===== config.mk =====
export PLATFORM = sky130hd
export DESIGN_NAME = simon_control
export DESIGN_NICKNAME = d
export VERILOG_FILES = /design/src/rtl/simon_control.sv
export SDC_FILE = /design/constraint.sdc
export NUM_CORES = 1
export LEC_CHECK = 0
export ABC_AREA = 1
export ABC_CLOCK_PERIOD_IN_PS = 2200
export CORE_MARGIN = 2
export CORE_UTILIZATION = 50
export CTS_CLUSTER_DIAMETER = 120
export CTS_CLUSTER_SIZE = 8
export DETAILED_ROUTE_END_ITERATION = 12
export PLACE_DENSITY = 0.69
export SYNTH_ARGS = -nofsm -noshare
export SYNTH_HDL_FRONTEND = slang
export SYNTH_SLANG_ARGS = --single-unit

===== constraint.sdc =====
create_clock -name clk -period 2.2 [get_ports clk]
set_input_delay 0.66 -clock clk [delete_from_list [all_inputs] [get_ports clk]]
set_output_delay 0.66 -clock clk [all_outputs]
set_load 0.01 [all_outputs]

===== src/rtl/simon_control.sv =====
// rtl/simon_control.sv - Simon game control FSM: step sync, playback pacing, datapath strobes
module simon_control #(
  parameter int PLAY_TICKS = 4,
  parameter int TIMER_W    = 26,
  parameter int MAX_LEN    = 64
) (
  input  logic       clk,
  input  logic       rst,
  input  logic       step,
  input  logic       seq_remain,
  input  logic       valid_repeat,
  input  logic       valid_input,
  output logic       clear_i,
  output logic       increment_i,
  output logic       increment_n,
  output logic       write_pattern,
  output logic       input_led_pattern,
  output logic [2:0] mode_leds
);

  localparam int                 LEN_W     = $clog2(MAX_LEN) + 1;
  localparam logic [TIMER_W-1:0] LAST_TICK = TIMER_W'(PLAY_TICKS - 1);
  localparam logic [LEN_W-1:0]   LEN_FULL  = LEN_W'(MAX_LEN);

  typedef enum logic [1:0] {
    S_INPUT,
    S_PLAYBACK,
    S_REPEAT,
    S_DONE
  } state_e;

  state_e             state_q, state_d;
  logic [LEN_W-1:0]   len_q, len_d;
  logic [TIMER_W-1:0] timer_q, timer_d;
  logic               s1_q, s2_q, s3_q;
  logic               step_pulse;
  logic               last_tick;

  // s1/s2 resolve metastability on the raw button; s3 delays s2 for edge detect
  always_ff @(posedge clk or negedge rst) begin
    if (!rst) begin
      s1_q <= 1'b0;
      s2_q <= 1'b0;
      s3_q <= 1'b0;
    end else begin
      s1_q <= step;
      s2_q <= s1_q;
      s3_q <= s2_q;
    end
  end

  assign step_pulse = s2_q & ~s3_q;
  assign last_tick  = (timer_q == LAST_TICK);

  always_comb begin
    state_d           = state_q;
    len_d             = len_q;
    timer_d           = timer_q;
    clear_i           = 1'b0;
    increment_i       = 1'b0;
    increment_n       = 1'b0;
    write_pattern     = 1'b0;
    input_led_pattern = 1'b1;
    mode_leds         = 3'b001;

    case (state_q)
      S_INPUT: begin
        input_led_pattern = 1'b1;
        mode_leds         = 3'b001;
        timer_d           = '0;
        if (step_pulse && valid_input) begin
          clear_i = 1'b1;
          // a full memory still replays the existing sequence, just without growing it
          if (len_q < LEN_FULL) begin
            write_pattern = 1'b1;
            increment_n   = 1'b1;
            len_d         = len_q + 1'b1;
          end
          state_d = S_PLAYBACK;
        end
      end

      S_PLAYBACK: begin
        input_led_pattern = 1'b0;
        mode_leds         = 3'b010;
        if (last_tick) begin
          timer_d = '0;
          if (seq_remain) begin
            increment_i = 1'b1;
          end else begin
            clear_i = 1'b1;
            state_d = S_REPEAT;
          end
        end else begin
          timer_d = timer_q + 1'b1;
        end
      end

      S_REPEAT: begin
        input_led_pattern = 1'b1;
        mode_leds         = 3'b100;
        timer_d           = '0;
        if (step_pulse) begin
          if (!valid_repeat) begin
            clear_i = 1'b1;
            state_d = S_DONE;
          end else if (seq_remain) begin
            increment_i = 1'b1;
          end else begin
            clear_i = 1'b1;
            state_d = S_INPUT;
          end
        end
      end

      S_DONE: begin
        input_led_pattern = 1'b0;
        mode_leds         = 3'b111;
        // loops the stored sequence forever; only reset leaves this state
        if (last_tick) begin
          timer_d = '0;
          if (seq_remain) begin
            increment_i = 1'b1;
          end else begin
            clear_i = 1'b1;
          end
        end else begin
          timer_d = timer_q + 1'b1;
        end
      end

      default: begin
        state_d = S_INPUT;
        timer_d = '0;
      end
    endcase
  end

  always_ff @(posedge clk or negedge rst) begin
    if (!rst) begin
      state_q <= S_INPUT;
      len_q   <= '0;
      timer_q <= '0;
    end else begin
      state_q <= state_d;
      len_q   <= len_d;
      timer_q <= timer_d;
    end
  end

endmodule


==> results of run 1 <==
[flip-flops by register name, indices dropped and copies added, names as in the netlist]
signal and count:
len_q 7, s1_q 1, s3_q 1, timer_q 26
state_q 2, s2_q 1
[logic make-up (layout without fill, tap and decap cells)]
kind of cell | after synthesis | count (layout) | synth area share
AND/OR/NAND/NOR | 174 | 174 | 0.354
flip-flops | 38 | 38 | 0.432
buffers and inverters | 36 | 117 | 0.0637
XOR/XNOR | 19 | 19 | 0.0757
AO/OA/AOI/OAI | 9 | 9 | 0.0239
adder cells (fa/ha/maj) | 8 | 8 | 0.0455
multiplexers | 1 | 1 | 0.00512
[path summary, 6_finish.rpt]
check / start / to / cells past startpoint
worst max-delay path: timer_q[0] / increment_i / 10
worst min-delay path: s1_q / s2_q / 0
worst max register to register: timer_q[0] / timer_q[23] / 11
worst min register to register: s1_q / s2_q / 0
max in group asynchronous: rst / timer_q[20] / 2
min in group asynchronous: rst / timer_q[2] / 2
[Yosys cell counts (all sizes together)]
| master | instances |
|---|---|
| nor3 | 13 |
| nor2 | 72 |
| ha | 8 |
| nand2 | 69 |
| xnor2 | 3 |
| o21ai | 4 |
| inv | 34 |
| dfrtp | 38 |
| nor3b | 2 |
| a31oi | 1 |
| nand3 | 14 |
| a21oi | 3 |
| xor2 | 16 |
| nand4 | 4 |
| buf | 2 |
| a211oi | 1 |
| mux2 | 1 |
[report_power, final]
group,switching [µW],internal (µW)
Sequential,30.0,735
Clock,249,338
Combinational,444,401
[stage by stage]
step	setup TNS [ns]	power, µW
3_3_place_gp	-1.75	1420
4_1_cts	-0.166	2080
2_1_floorplan	0	1110
5_1_grt	-0.570	2320
6_report	-0.172	2200
3_5_place_dp	-1.80	1430
[layout make-up]
cell class	instances	area [µm²]
tap	52	65.1
timing repair buffer	75	576
fill	373	1310
sequential	38	951
multi-input combinational	211	1150
clock inverter	2	37.5
clock buffer	6	72.6
inverter	34	128
[metal layers]
layer  global-route usage  vias up
met5                    0        -
li1                     -     1041
met3               0.0462       14
met2                0.391       33
met1                0.274      926
met4                0.103        0
[repair_timing]
| item | 4_1_cts | 5_1_grt |
|---|---|---|
| resized for setup | 38 | 10 |
| setup endpoints to repair | 8 | 7 |
| cloned | 0 | 0 |
| pin swaps | 2 | 4 |
| buffers inserted | 7 | 3 |
[critical path, stage by stage, from the launching register on]
cell and delay, ns:
sky130_fd_sc_hd__dfrtp_1 0.36, sky130_fd_sc_hd__ha_2 0.18, sky130_fd_sc_hd__nand2_1 0.05, sky130_fd_sc_hd__nor2_1 0.09, sky130_fd_sc_hd__nand2_1 0.08, sky130_fd_sc_hd__nor2_2 0.13
sky130_fd_sc_hd__nand2_1 0.09, sky130_fd_sc_hd__inv_2 0.07, sky130_fd_sc_hd__nand2_1 0.06, sky130_fd_sc_hd__a21oi_2 0.11, sky130_fd_sc_hd__buf_2 0.14
==> run summary, run 1 <==
### Outcome
* **status** complete, but fails checks
* **violations in the final reports** negative setup slack

### Placed design
* **routability congestion estimate** 0.936
* **port buffer count** 13
* **worst-case setup slack after placement** -0.519 ns
* **sum of net half-perimeters after detailed placement** 3680 µm
* **placed cell count** 400
* **Placed Area** 2770 µm²

### Route
* **met3 routed wirelength** 162 µm
* **average routed wire per standard cell** 12.4 µm
* **Routed met1 length** 2240 µm
* **vias per cell** 4.82
* **uppermost signal routing layer after detailed routing** met4
* **remaining antenna violation count** 0
* **first-iteration detailed-routing DRC count** 74
* **detailed-router iteration count before antenna repair** 4
* **detailed-routed wire length on met2** 2630 µm
* **drt total wl** 5180 µm
* **Post-route DRC** 0
* **total via count in the routed design** 2014

### Worst setup path
* **element type at the critical path start** register
* **worst endpoint required time** 1.54 ns
* **CP max FO** 2
* **endpoint arrival time on the critical path** 1.65 ns
* **worst setup path class** register to output port
* **setup slack of the worst register-to-register path** 0.49 ns
* **Critical Path End Type** output port

### Die
* **die footprint** 4950 µm²
* **area of the core** 4290 µm²
* **number of placement rows** 24
* **# IOs** 14
* **Die Height** 70.3 µm
* **initial core utilization** 0.512
* **Die Wd** 70.3 µm

### Cells and area
* **number of antenna diodes** 0
* **leading cell type in the layout, fill and taps excluded** sky130_fd_sc_hd__nand2_1
* **leading cell types in the layout, fill and taps excluded** sky130_fd_sc_hd__nand2_1, sky130_fd_sc_hd__nor2_1, sky130_fd_sc_hd__buf_4, sky130_fd_sc_hd__dfrtp_1, sky130_fd_sc_hd__inv_1
* **Layout Cells excl Fill** 418
* **layout-stage area growth over the synthesis result** 35.6%
* **number of nets in the finished design** 379
* **final std cell area, no fill** 2980 µm²
* **core occupancy in the finished layout** 0.694
* **fraction of final layout cells sized beyond drive strength 1** 0.287

### STA
* **worst hold margin** 0.360 ns
* **part of the cycle the worst path needs** 1.05
* **slew at the pin closest to its max-slew limit** 0.473 ns
* **Slew Limit Headroom** 0.684
* **max-slew violation count** 0
* **RSZ-0062 raised after global routing** true
* **highest clock rate** 433 MHz
* **Setup violations, final** 3
* **final critical-path required period** 2.31 ns
* **final setup margin** -0.108 ns
* **worst-case clock skew** 0.00324 ns
* **count of final hold-check violations** 0

### GRT
* **wire length of the first global-routing pass** 8830 µm
* **total routing usage reported by global routing** 0.228
* **initial antenna violation count** 0
* **vias in the first global route** 2050
* **total global routing overflow** 0
* **maximum number of pins on one net before global-route repair** 39

### Yosys
* **FF+latch count, synth** 38
* **Synth Instances** 285
* **cell type with the largest total area after synthesis** sky130_fd_sc_hd__dfrtp_1
* **share of the yosys chip area belonging to registers** 0.432
* **top area cells in the synthesized netlist** sky130_fd_sc_hd__dfrtp_1, sky130_fd_sc_hd__nor2_1, sky130_fd_sc_hd__nand2_1, sky130_fd_sc_hd__xor2_1, sky130_fd_sc_hd__inv_1
* **YS warnings** 0
* **number of different library cells in the post-synthesis netlist** 27
* **nets in the synthesized netlist** 299
* **Mapped Avg Cell Area** 7.72 µm²
* **netlist area before placement** 2200 µm²
* **portion of synthesized cell area occupied by the leading cell type** 0.432

### Clock network
* **CTS sink cnt** 38
* **clock tree from TritonCTS** done
* **Post-CTS Hold Fix Bufs** 0
* **Num CTS Buffers** 5
* **clock insertion delay at the later pin of the skew report** 0.30 ns
* **buffer levels on the longest clock path** 2
* **clock slew at reported path FFs** 0.07 ns
* **CTS H-tree lvls** 2
* **Root Buffer Master** sky130_fd_sc_hd__clkbuf_8

### Power and ir drop
* **Max IR drop VDD** 486 µV
* **total leakage power** 0.00147 µW
* **Power per Cell Area** 737 nW/µm²

### Run
* **Max-cap violations** 0

### Min path
* **path type of the worst min-delay path** register to register

(Power assumes the default switching activity.)
==> inputs of run 2 (changes only) <==
Settings changed: GPL_TIMING_DRIVEN from default to 1, MAX_ROUTING_LAYER from default to met4.
==> run 2 against run 1 <==
Against the previous run:
- largest power group is now sequential cells
- register-to-register slack hardly changed
- final cell count down 1.2%
- global-route usage shrank 1.1 points
- first-iteration DRC count rose by 32%
- clock skew up 0.0014 ns
- largest cell class unchanged
- the flow still finishes with violations (negative setup slack)
==> run summary, run 2 (synthesis gave the netlist of run 1 again) <==
### Worst setup path
* **Critical Path End Type** output port
* **setup slack of the worst register-to-register path** 0.48 ns, about the same
* **Slowest Stage Delay on Critical Path** 0.35 ns, about the same
* **cells traversed along the worst timing path** ha_2 > nand2_1 > nor2_1 > nand2_1 > nor2_2 > nand2_2 > inv_2 > nand2_1 > a21oi_2 > buf_2
* **master of the slowest instance on the critical path** sky130_fd_sc_hd__dfrtp_1
* **endpoint arrival time on the critical path** 1.64 ns, about the same
* **worst setup path class** register to output port
* **worst path bufs/invs** 2, unchanged
* **CP max FO** 2, unchanged
* **cell type with the highest occurrence count on the critical path** sky130_fd_sc_hd__nand2_1
* **element type at the critical path start** register
* **worst endpoint required time** 1.54 ns, about the same
* **dominant delay contributor by cell family on the critical path** simple AND/OR/NAND/NOR gates
* **worst flop-to-flop path startpoint** state_q[0]
* **path depth of the worst reg2reg path** 8, -3
* **terminus of the critical flop-to-flop path** state_q[0]

### STA
* **worst-case clock skew** 0.00468 ns, +0.00144 ns
* **Setup violations, final** 2, -1
* **highest clock rate** 435 MHz, +0.52%
* **slew at the pin closest to its max-slew limit** 0.476 ns, +0.00308 ns
* **final setup margin** -0.0965 ns, +0.0119 ns
* **count of final hold-check violations** 0, unchanged
* **max-slew violation count** 0, unchanged
* **part of the cycle the worst path needs** 1.04, -0.00541
* **Slew Limit Headroom** 0.682, -0.00205
* **final critical-path required period** 2.30 ns, -0.0119 ns
* **RSZ-0062 raised after global routing** true

### Placed design
* **routability congestion estimate** 0.934, -0.22%
* **sum of net half-perimeters after detailed placement** 3540 µm, -3.9%
* **Placed Area** 2770 µm², unchanged
* **port buffer count** 13, unchanged
* **placed cell count** 400, unchanged

### Clock network
* **CTS sink cnt** 38, unchanged
* **clock tree from TritonCTS** done
* **clock slew at reported path FFs** 0.07 ns, about the same
* **Root Buffer Master** sky130_fd_sc_hd__clkbuf_8
* **Num CTS Buffers** 5, unchanged
* **clock insertion delay at the later pin of the skew report** 0.28 ns, -0.02 ns
* **CTS H-tree lvls** 2, unchanged
* **buffer levels on the longest clock path** 2, unchanged

### GRT
* **initial antenna violation count** 0, unchanged
* **vias in the first global route** 2016, -1.7%
* **maximum number of pins on one net before global-route repair** 39, unchanged
* **wire length of the first global-routing pass** 8340 µm, -5.6%
* **total routing usage reported by global routing** 0.217, -0.0107
* **total global routing overflow** 0, unchanged

### Power and ir drop
* **Max IR drop VDD** 579 µV, +19%
* **Power per Cell Area** 686 nW/µm², -6.9%
* **total leakage power** 0.00144 µW, -1.9%
* **overall power of the completed layout** 2010 µW, -8.3%

### Cells and area
* **largest registers** timer_q (26), len_q (7), state_q (2)
* **max reg flops** 26, unchanged
* **Biggest register** timer_q
* **leading cell type in the layout, fill and taps excluded** sky130_fd_sc_hd__nor2_1
* **final std cell area, no fill** 2940 µm², -1.5%
* **fraction of final layout cells sized beyond drive strength 1** 0.283, -0.00434
* **leading cell types in the layout, fill and taps excluded** sky130_fd_sc_hd__nor2_1, sky130_fd_sc_hd__nand2_1, sky130_fd_sc_hd__buf_4, sky130_fd_sc_hd__dfrtp_1, sky130_fd_sc_hd__inv_1
* **number of nets in the finished design** 374, -1.3%
* **core occupancy in the finished layout** 0.684, -0.0105
* **layout-stage area growth over the synthesis result** 33.5%
* **Layout Cells excl Fill** 413, -1.2%
* **number of antenna diodes** 0, unchanged

### Die
* **die footprint** 4950 µm², unchanged
* **number of placement rows** 24, unchanged
* **initial core utilization** 0.512, unchanged
* **# IOs** 14, unchanged
* **Die Wd** 70.3 µm, unchanged
* **Die Height** 70.3 µm, unchanged
* **area of the core** 4290 µm², unchanged

### Min path
* **worst hold path startpoint** s1_q
* **end point of the worst hold path** s2_q
* **path type of the worst min-delay path** register to register
* **hold path cells** 0, unchanged

### Route
* **remaining antenna violation count** 0, unchanged
* **average routed wire per standard cell** 11.3 µm, -8.6%
* **total via count in the routed design** 1937, -3.8%
* **detailed-router iteration count before antenna repair** 4, unchanged
* **first-iteration detailed-routing DRC count** 98, +32%
* **vias per cell** 4.69, -2.7%
* **Post-route DRC** 0, unchanged
* **drt total wl** 4680 µm, -9.7%

### Outcome
* **violations in the final reports** negative setup slack
* **status** complete, but fails checks

### Run
* **Max-cap violations** 0, unchanged

## run 2: routing by layer
metal	up-vias	part of all wire	global-route usage
met5	-	0	-
met4	0	0.020	0.0791
met3	10	0.035	0.0375
met2	35	0.49	0.374
met1	864	0.46	0.253
li1	1028	-	-
## run 2: area by class of cell
type	count	area, µm²
clock buffer	7	86.3
clock inverter	1	5.00
fill	370	1360
inverter	34	128
multi-input combinational	211	1150
sequential	38	951
tap	52	65.1
timing repair buffer	70	547
## run 2: worst reg2reg max path: stages, from the launching register on
cell and delay, ns:
sky130_fd_sc_hd__dfrtp_1 0.42, sky130_fd_sc_hd__buf_6 0.14, sky130_fd_sc_hd__buf_4 0.13, sky130_fd_sc_hd__buf_4 0.12
sky130_fd_sc_hd__ha_1 0.18, sky130_fd_sc_hd__a211oi_1 0.35, sky130_fd_sc_hd__nand2_1 0.14, sky130_fd_sc_hd__nand2_1 0.09
sky130_fd_sc_hd__nand2_1 0.05
## run 2: worst max path at each step
stage / start / end / slack [ns] / cells after the start
4_1_cts: timer_q[1] / increment_i / -0.10 / 10
3_3_place_gp: seq_remain / clear_i / -0.49 / 7
5_1_grt: timer_q[1] / increment_i / -0.24 / 10
6_report: timer_q[1] / increment_i / -0.1 / 10
2_1_floorplan: state_q[1] / clear_i / 0.14 / 6
3_5_place_dp: seq_remain / clear_i / -0.53 / 7
## run 2: timing repair
item | CTS | global route
resized for setup | 31 | 15
setup buffers | 5 | 0
pin swaps | 2 | 5
setup endpoints to repair | 8 | 6
hold buffers | 0 | 0
## run 2: through the flow
stage | TNS, ns | hold slack [ns] | worst slack, ns
final | -0.126 | 0.354 | -0.0965
after global routing | -0.596 | 0.361 | -0.240
after CTS | -0.210 | 0.359 | -0.101
after detailed placement | -1.85 | 0.342 | -0.526
after global placement | -1.77 | 0.342 | -0.486
after floorplan | 0 | 0.331 | 0.140
## run 2: report_power, final
group          switching [µW]  leakage (µW)  internal, µW  total (µW)
combinational             408      0.000875           350         757
sequential               29.1      0.000515           735         764
clock                     240     0.0000482           253         493
